===== config.mk =====
export PLATFORM = sky130hd
export DESIGN_NAME = x_uart_tx_fifo
export DESIGN_NICKNAME = d
export VERILOG_FILES = /design/src/rtl/x_uart_tx_fifo.sv
export SDC_FILE = /design/constraint.sdc
export NUM_CORES = 1
export LEC_CHECK = 0
export CAP_MARGIN = 15
export CORE_UTILIZATION = 66
export CTS_BUF_LIST = sky130_fd_sc_hd__clkbuf_4 sky130_fd_sc_hd__clkbuf_8 sky130_fd_sc_hd__clkbuf_16
export DETAILED_ROUTE_END_ITERATION = 6
export DONT_BUFFER_PORTS = 1
export HOLD_SLACK_MARGIN = 0.15
export PLACE_DENSITY = 0.82
export SKIP_LAST_GASP = 1
export SLEW_MARGIN = 20
export SYNTH_ARGS = -nofsm -noshare
export SYNTH_HDL_FRONTEND = slang
export SYNTH_SLANG_ARGS = --single-unit

===== constraint.sdc =====
create_clock -name i_clk -period 4.8 [get_ports i_clk]
set_input_delay 0.72 -clock i_clk [delete_from_list [all_inputs] [get_ports i_clk]]
set_output_delay 0.72 -clock i_clk [all_outputs]
set_load 0.02 [all_outputs]

===== src/rtl/x_uart_tx_fifo.sv =====
// x_uart_tx_fifo: FIFO-buffered 8N1/8N2 UART transmitter.
// Optional even parity bit after the data bits when X_UART_TX_PARITY_EN is defined.
module x_uart_tx_fifo #(
  parameter int p_clk_hz    = 10000000,
  parameter int p_baud      = 115200,
  parameter int p_depth     = 4,
  parameter int p_stop_bits = 1
) (
  input  logic                      i_clk,
  input  logic                      i_rst_n,
  input  logic                      i_valid,
  input  logic [7:0]                i_data,
  output logic                      o_ready,
  output logic [$clog2(p_depth):0]  o_level,
  output logic                      o_busy,
  output logic                      o_tx
);
  localparam int TOP = p_clk_hz / p_baud;
  localparam int TW  = $clog2(TOP);
  localparam int AW  = $clog2(p_depth);
  localparam int LW  = AW + 1;
`ifdef X_UART_TX_PARITY_EN
  typedef enum logic [2:0] {IDLE, START, DATA, PARITY, STOP} state_t;
  logic par;
`else
  typedef enum logic [1:0] {IDLE, START, DATA, STOP} state_t;
`endif
  state_t          state;
  logic [7:0]      mem [p_depth];
  logic [AW-1:0]   wr_ptr, rd_ptr;
  logic [7:0]      shift;
  logic [TW-1:0]   timer;
  logic [2:0]      bit_cnt;
  logic            tick, last_stop, push, pop;
  always_comb begin
    tick      = timer == TW'(TOP - 1);
    last_stop = bit_cnt == 3'(p_stop_bits - 1);
    o_ready   = o_level != LW'(p_depth);
    o_busy    = state != IDLE;
    push      = i_valid && o_ready;
    // a new frame starts from IDLE or straight off the end of the last stop bit
    pop       = (o_level != '0) && (state == IDLE || (state == STOP && tick && last_stop));
  end
  always_ff @(posedge i_clk)
    if (push) mem[wr_ptr] <= i_data;
  always_ff @(posedge i_clk or negedge i_rst_n)
    if (!i_rst_n) begin
      wr_ptr  <= '0;
      rd_ptr  <= '0;
      o_level <= '0;
    end else begin
      if (push) wr_ptr <= wr_ptr + 1'b1;
      if (pop) rd_ptr <= rd_ptr + 1'b1;
      o_level <= (push && !pop) ? o_level + 1'b1 : (pop && !push) ? o_level - 1'b1 : o_level;
    end
  always_ff @(posedge i_clk or negedge i_rst_n)
    if (!i_rst_n) begin
      state   <= IDLE;
      shift   <= '0;
      timer   <= '0;
      bit_cnt <= '0;
      o_tx    <= 1'b1;
`ifdef X_UART_TX_PARITY_EN
      par     <= 1'b0;
`endif
    end else begin
      timer <= (state == IDLE || tick) ? '0 : timer + 1'b1;
      if (pop) begin
        state   <= START;
        shift   <= mem[rd_ptr];
        bit_cnt <= '0;
        o_tx    <= 1'b0;
`ifdef X_UART_TX_PARITY_EN
        par     <= ^mem[rd_ptr];
`endif
      end else if (tick) begin
        case (state)
          START: begin
            state <= DATA;
            o_tx  <= shift[0];
          end
          DATA: begin
            if (bit_cnt == 3'd7) begin
              bit_cnt <= '0;
`ifdef X_UART_TX_PARITY_EN
              state   <= PARITY;
              o_tx    <= par;
`else
              state   <= STOP;
              o_tx    <= 1'b1;
`endif
            end else begin
              shift   <= shift >> 1;
              o_tx    <= shift[1];
              bit_cnt <= bit_cnt + 1'b1;
            end
          end
`ifdef X_UART_TX_PARITY_EN
          PARITY: begin
            state <= STOP;
            o_tx  <= 1'b1;
          end
`endif
          STOP: begin
            bit_cnt <= last_stop ? '0 : bit_cnt + 1'b1;
            if (last_stop) state <= IDLE;
          end
          default: ;
        endcase
      end
    end
endmodule


==> impl_metrics.env, run 1 <==
export IMPL_critPathKind="register to register"
export IMPL_cts_tree="yes"
export IMPL_viasPerCell=5.83
export IMPL_chipHeight_microns=66.7
export IMPL_die_x_microns=66.7
export IMPL_drv_slew=0
export IMPL_grt_max_degree=28
export IMPL_grt_use_total_pct=23.2
export IMPL_hpwlAfterDp_microns=2960
export IMPL_fp_row_count=23
export IMPL_synth_seq_cells=60
export IMPL_clock_path_buffers=2
export IMPL_yosysUniqueCellTypes=39
export IMPL_htree_levels=3
export IMPL_syn_area_per_cell_sq_um=14.8
export IMPL_grt_antenna_before_repair=0
export IMPL_post_cts_resized=0
export IMPL_grt_pass1_wl_microns=7000
export IMPL_grt_setup_unrepaired="false"
export IMPL_ioPinCount=17
export IMPL_drt_pass1_iter_count=4
export IMPL_area_delta_synth_final_pct=11.0
export IMPL_numCtsBuffers=9
export IMPL_drt_total_wl_microns=4310
export IMPL_tightest_slew_ps=662
export IMPL_syn_inst=186
export IMPL_cap_violations=0
export IMPL_layout_common_cells="edfxtp_1 (32), dfrtp_1 (27), nor2_1 (17), mux2_2 (16), ha_1 (14)"
export IMPL_final_common_cell="edfxtp_1"
export IMPL_nNetsFinal=221
export IMPL_drt_iter0_markers=75
export IMPL_diodes=0
export IMPL_core_sq_um=4000
export IMPL_synth_nets=212
export IMPL_min_delay_path_class="input port to async pin"
export IMPL_numClockSinks=60
export IMPL_yosysSeqAreaShare_pct=60.3
export IMPL_cp_max_fo=16
export IMPL_yosysWarnings=0
export IMPL_wl_per_cell_microns=17.2
export IMPL_finalSetupViolCount=0
export IMPL_period_share_pct=57.3
export IMPL_dieArea_sq_um=4440
export IMPL_ir_drop_mv=0.437
export IMPL_final_antenna_net_count=0
export IMPL_p_leak_nw=1.21
export IMPL_gp_congestion=0.883
export IMPL_grt_pass1_vias=1509
export IMPL_start_util_pct=69.0
export IMPL_vias=1457
export IMPL_cp_arrival_ps=2960
export IMPL_layout_min_cycle_time_ps=2750
export IMPL_reg2reg_slack_ps=2050
export IMPL_io_buffers=0
export IMPL_synth_area_sq_um=2760
export IMPL_clock_fmax_mhz=364
export IMPL_maxSlewHeadroom_pct=55.7
export IMPL_critical_path_required_ps=5010
export IMPL_drc=0
export IMPL_status="finished clean"
export IMPL_p_per_area_nw_per_um2=455
export IMPL_tns_ps=0
export IMPL_worstSkewPairLatency_ps=320
export IMPL_power_mw=1.39
export IMPL_layout_drive_gt1_share_pct=24.0
export IMPL_hold_violations=0
export IMPL_clkTransAtPathRegs_ps=70
export IMPL_clockRootBuffer="clkbuf_8"
export IMPL_start_kind="register"
export IMPL_grt_overflow=0
export IMPL_cp_end_kind="register"
export IMPL_worst_clock_skew_ps=5.12
[worst paths after layout]
check / from / endpoint / cells after the start
worst max-delay path: timer[1] / o_level[1] / 10
worst min-delay path: i_rst_n / timer[4] / 1
worst max register to register: timer[1] / o_level[1] / 10
worst min register to register: timer[0] / timer[0] / 1
max in group asynchronous: i_rst_n / state[1] / 1
min in group i_clk: i_data[2] / mem[3][2] / 0
[final cells by class]
| type | count | area, sq um |
|---|---|---|
| Sequential cell | 60 | 1660 |
| Clock buffer | 9 | 124 |
| Fill cell | 241 | 937 |
| Tap cell | 50 | 62.6 |
| Timing Repair Buffer | 1 | 20.0 |
| Clock inverter | 7 | 124 |
| Multi-Input combinational cell | 111 | 1020 |
| Inverter | 12 | 45.0 |
[per-layer routing]
metal | track usage, % | share of wire [%] | wire, microns | up-vias
li1 | - | - | - | 692
met1 | 28.3 | 42 | 1790 | 722
met2 | 37.5 | 53 | 2280 | 31
met3 | 5.82 | 3.1 | 134 | 12
met4 | 13.0 | 2.4 | 105 | 0
met5 | 0 | 0 | 0 | -
[flip-flops by register name, indices dropped and copies added, names as in the netlist]
name     count
rd_ptr       2
wr_ptr       2
state        2
o_level      3
shift        8
mem         32
bit_cnt      3
timer        7
o_tx         1
[cell families after synthesis]
group,share of synthesized area (%)
multiplexers,14.5
buffers and inverters,2.58
XOR/XNOR,3.49
AO/OA/AOI/OAI,2.22
adder cells (fa/ha/maj),7.07
flip-flops,60.3
AND/OR/NAND/NOR,9.84
[power breakdown]
group          internal, mW  switching [mW]  leakage [nW]
logic                0.0699          0.0944         0.461
clock network         0.348           0.197         0.120
registers             0.627          0.0579         0.630
[through the flow]
| step | setup WS, ps | cells | hold slack (ps) | utilization [%] | instance area (sq um) |
|---|---|---|---|---|---|
| floorplan | 2350 | 186 | 424 | - | 2760 |
| global placement | 2140 | 233 | 425 | 69.9 | 2800 |
| detailed placement | 2030 | 233 | 425 | 69.9 | 2800 |
| CTS | 2030 | 250 | 201 | 76.6 | 3060 |
| global route | 1840 | 250 | 193 | 76.6 | 3060 |
| finish | 2050 | 250 | 206 | 76.6 | 3060 |
[timing repair]
| action | CTS | global route |
|---|---|---|
| hold buffers | 1 | 0 |
| setup buffers | 0 | 0 |
| hold endpoints to repair | 27 | 0 |
[cells in the mapped netlist]
cell type / count / area, sq um
a21oi_2: 1 / 8.76
o21bai_1: 1 / 7.51
nor3_1: 2 / 10.0
mux2i_1: 4 / 40.0
nor2_1: 17 / 63.8
xor2_1: 6 / 52.6
a211oi_1: 1 / 7.51
nand3_1: 3 / 15.0
nor3_4: 1 / 16.3
and2b_2: 1 / 8.76
or4_1: 1 / 7.51
and3b_1: 1 / 8.76
xnor2_1: 5 / 43.8
edfxtp_1: 32 / 961
dfrtp_1: 27 / 676
a2111oi_0: 1 / 8.76
and3_2: 1 / 7.51
ha_1: 14 / 175
nand3_2: 1 / 10.0
and3_1: 4 / 25.0
dfstp_2: 1 / 26.3
mux2_2: 16 / 180
nand2b_1: 2 / 12.5
a41oi_1: 1 / 8.76
fa_1: 1 / 20.0
mux4_2: 8 / 180
nor3b_1: 2 / 15.0
and2_0: 1 / 6.26
buf_4: 2 / 15.0
o21ai_0: 2 / 10.0
nor2b_1: 1 / 6.26
nand3b_1: 1 / 7.51
nand4b_1: 1 / 8.76
nor4b_1: 1 / 8.76
nand2_1: 6 / 22.5
a21oi_1: 2 / 10.0
buf_6: 1 / 11.3
inv_1: 12 / 45.0
and4b_2: 1 / 11.3
[critical path, stage by stage, from the launching register on]
cell and delay (ps):
dfrtp_1 400, inv_1 60, ha_1 150, and4b_2 280, a21oi_2 100, nor3_4 570, inv_1 100, ha_1 230
inv_1 80, fa_1 410, mux2_2 260
Note: power is estimated with default switching activity, not from simulation.
==> run 2: changes to the inputs <==
--- a/config.mk
+++ b/config.mk
@@ -6,12 +6,12 @@
 export NUM_CORES = 1
 export LEC_CHECK = 0
 export CAP_MARGIN = 15
-export CORE_UTILIZATION = 66
+export CORE_UTILIZATION = 56
 export CTS_BUF_LIST = sky130_fd_sc_hd__clkbuf_4 sky130_fd_sc_hd__clkbuf_8 sky130_fd_sc_hd__clkbuf_16
 export DETAILED_ROUTE_END_ITERATION = 6
 export DONT_BUFFER_PORTS = 1
 export HOLD_SLACK_MARGIN = 0.15
-export PLACE_DENSITY = 0.82
+export PLACE_DENSITY = 0.74
 export SKIP_LAST_GASP = 1
 export SLEW_MARGIN = 20
 export SYNTH_ARGS = -nofsm -noshare
==> constraint.sdc (replaced) <==
create_clock -name i_clk -period 2.2 [get_ports i_clk]
set_input_delay 0.33 -clock i_clk [delete_from_list [all_inputs] [get_ports i_clk]]
set_output_delay 0.33 -clock i_clk [all_outputs]
set_load 0.02 [all_outputs]
==> impl_metrics.env, run 2 (synthesis results as in run 1) <==
export IMPL_viasPerCell=5.45
export IMPL_layout_common_cells="edfxtp_1 (32), dfrtp_1 (27), nor2_1 (16), buf_4 (16), mux2_2 (15)"
export IMPL_p_leak_nw=1.30
export IMPL_cpMostUsedCell="inv_2"
export IMPL_critPathKind="register to register"
export IMPL_nNetsFinal=246
export IMPL_final_cell_count_no_fill=292
export IMPL_start_kind="register"
export IMPL_clock_path_buffers=2
export IMPL_hold_violations=0
export IMPL_io_buffers=0
export IMPL_path_delay_family="adder cells"
export IMPL_final_core_util_pct=69.2
export IMPL_period_share_pct=99.8
export IMPL_layout_min_cycle_time_ps=2200
export IMPL_cp_arrival_ps=2420
export IMPL_finalSetupViolCount=0
export IMPL_clockRootBuffer="clkbuf_8"
export IMPL_grt_max_degree=29
export IMPL_tightest_slew_ps=495
export IMPL_drv_slew=0
export IMPL_chipHeight_microns=72.2
export IMPL_drc=0
export IMPL_dpl_cell_count=261
export IMPL_grt_pass1_wl_microns=7910
export IMPL_dieArea_sq_um=5210
export IMPL_stdcell_area_sq_um=3270
export IMPL_htree_levels=3
export IMPL_drt_total_wl_microns=4820
export IMPL_grt_use_total_pct=21.8
export IMPL_regMostFlops="mem"
export IMPL_die_x_microns=72.2
export IMPL_cp_max_fo=2
export IMPL_ir_drop_mv=0.620
export IMPL_start_util_pct=58.4
export IMPL_tns_ps=0
export IMPL_worst_clock_skew_ps=10.1
export IMPL_vias=1592
export IMPL_wl_per_cell_microns=16.5
export IMPL_diodes=0
export IMPL_numClockSinks=60
export IMPL_status="finished clean"
export IMPL_fp_row_count=25
export IMPL_layout_drive_gt1_share_pct=30.2
export IMPL_min_delay_path_class="input port to async pin"
export IMPL_grt_setup_unrepaired="true"
export IMPL_drt_iter0_markers=41
export IMPL_clock_fmax_mhz=456
export IMPL_final_common_cell="edfxtp_1"
export IMPL_cp_end_kind="register"
export IMPL_maxSlewHeadroom_pct=66.1
export IMPL_gp_congestion=0.918
export IMPL_cts_tree="yes"
export IMPL_largestRegisters="mem: 32 flops, shift: 8 flops, timer: 7 flops"
export IMPL_ioPinCount=17
export IMPL_final_antenna_net_count=0
export IMPL_grt_antenna_before_repair=0
export IMPL_drt_pass1_iter_count=4
export IMPL_critical_path_required_ps=2430
export IMPL_numCtsBuffers=9
export IMPL_critical_path_buf_inv_count=3
export IMPL_crit_chain="inv_1 -> ha_2 -> and4b_2 -> a21oi_4 -> nor3_4 -> inv_2 -> ha_4 -> inv_2 -> fa_2 -> mux2_4"
export IMPL_p_per_area_nw_per_um2=883
export IMPL_grt_pass1_vias=1714
export IMPL_power_mw=2.89
export IMPL_cap_violations=0
export IMPL_area_delta_synth_final_pct=18.5
export IMPL_cpPeakStageDelay_ps=430
export IMPL_hpwlAfterDp_microns=3200
export IMPL_critPathSlowestCell="fa_2"
export IMPL_worstSkewPairLatency_ps=340
export IMPL_grt_overflow=0
export IMPL_clkTransAtPathRegs_ps=70
export IMPL_core_sq_um=4720
export IMPL_placedInstanceArea_sq_um=2930
export IMPL_largest_register_ffs=32
## run 2: area by class of cell
cell class	count	area (sq um)
clock buffers	9	124
clock inverters	7	57.6
well taps	67	83.8
fillers	338	1460
inverters	12	45.0
flip-flops and latches	60	1660
repair buffers	26	230
multi-input cells	111	1060
## run 2: per-layer routing
| metal | part of all wire (%) | wire length [microns] | track usage [%] |
|---|---|---|---|
| met1 | 40 | 1930 | 24.4 |
| met3 | 2.8 | 136 | 4.31 |
| met2 | 54 | 2620 | 37.5 |
| met5 | 0 | 0 | 0 |
| met4 | 2.8 | 136 | 15.3 |
## run 2: worst paths after layout
path / end / from / slack [ps] / depth (start not counted)
min in group i_clk: wr_ptr[0] / i_valid / 440 / 2
worst min-delay path: o_level[1] / i_rst_n / 430 / 2
worst min register to register: o_level[2] / o_level[2] / 550 / 1
max in group asynchronous: o_tx / i_rst_n / 1530 / 2
worst max-delay path: o_level[1] / timer[1] / 5 / 10
worst max register to register: o_level[1] / timer[1] / 5 / 10
## run 2: per-stage QoR
stage               hold WS, ps  setup slack, ps
global route                457             -121
detailed placement         35.0             -139
finish                      430             4.74
CTS                         428            -36.2
floorplan                  34.4             -162
global placement           35.0             44.0
## run 2: what timing repair did
action,in CTS,in global routing
buffers inserted,3,2
resized for setup,4,0
endpoints found under the hold margin,60,0
hold buffers,10,0
pin swaps,5,3
endpoints found under the setup margin,2,2
## run 2: where the power goes
| group | leakage (nW) | switching, mW | internal, mW |
|---|---|---|---|
| combinational | 0.583 | 0.279 | 0.230 |
| clock | 0.0892 | 0.417 | 0.505 |
| sequential | 0.630 | 0.0850 | 1.37 |
| total | 1.30 | 0.781 | 2.10 |
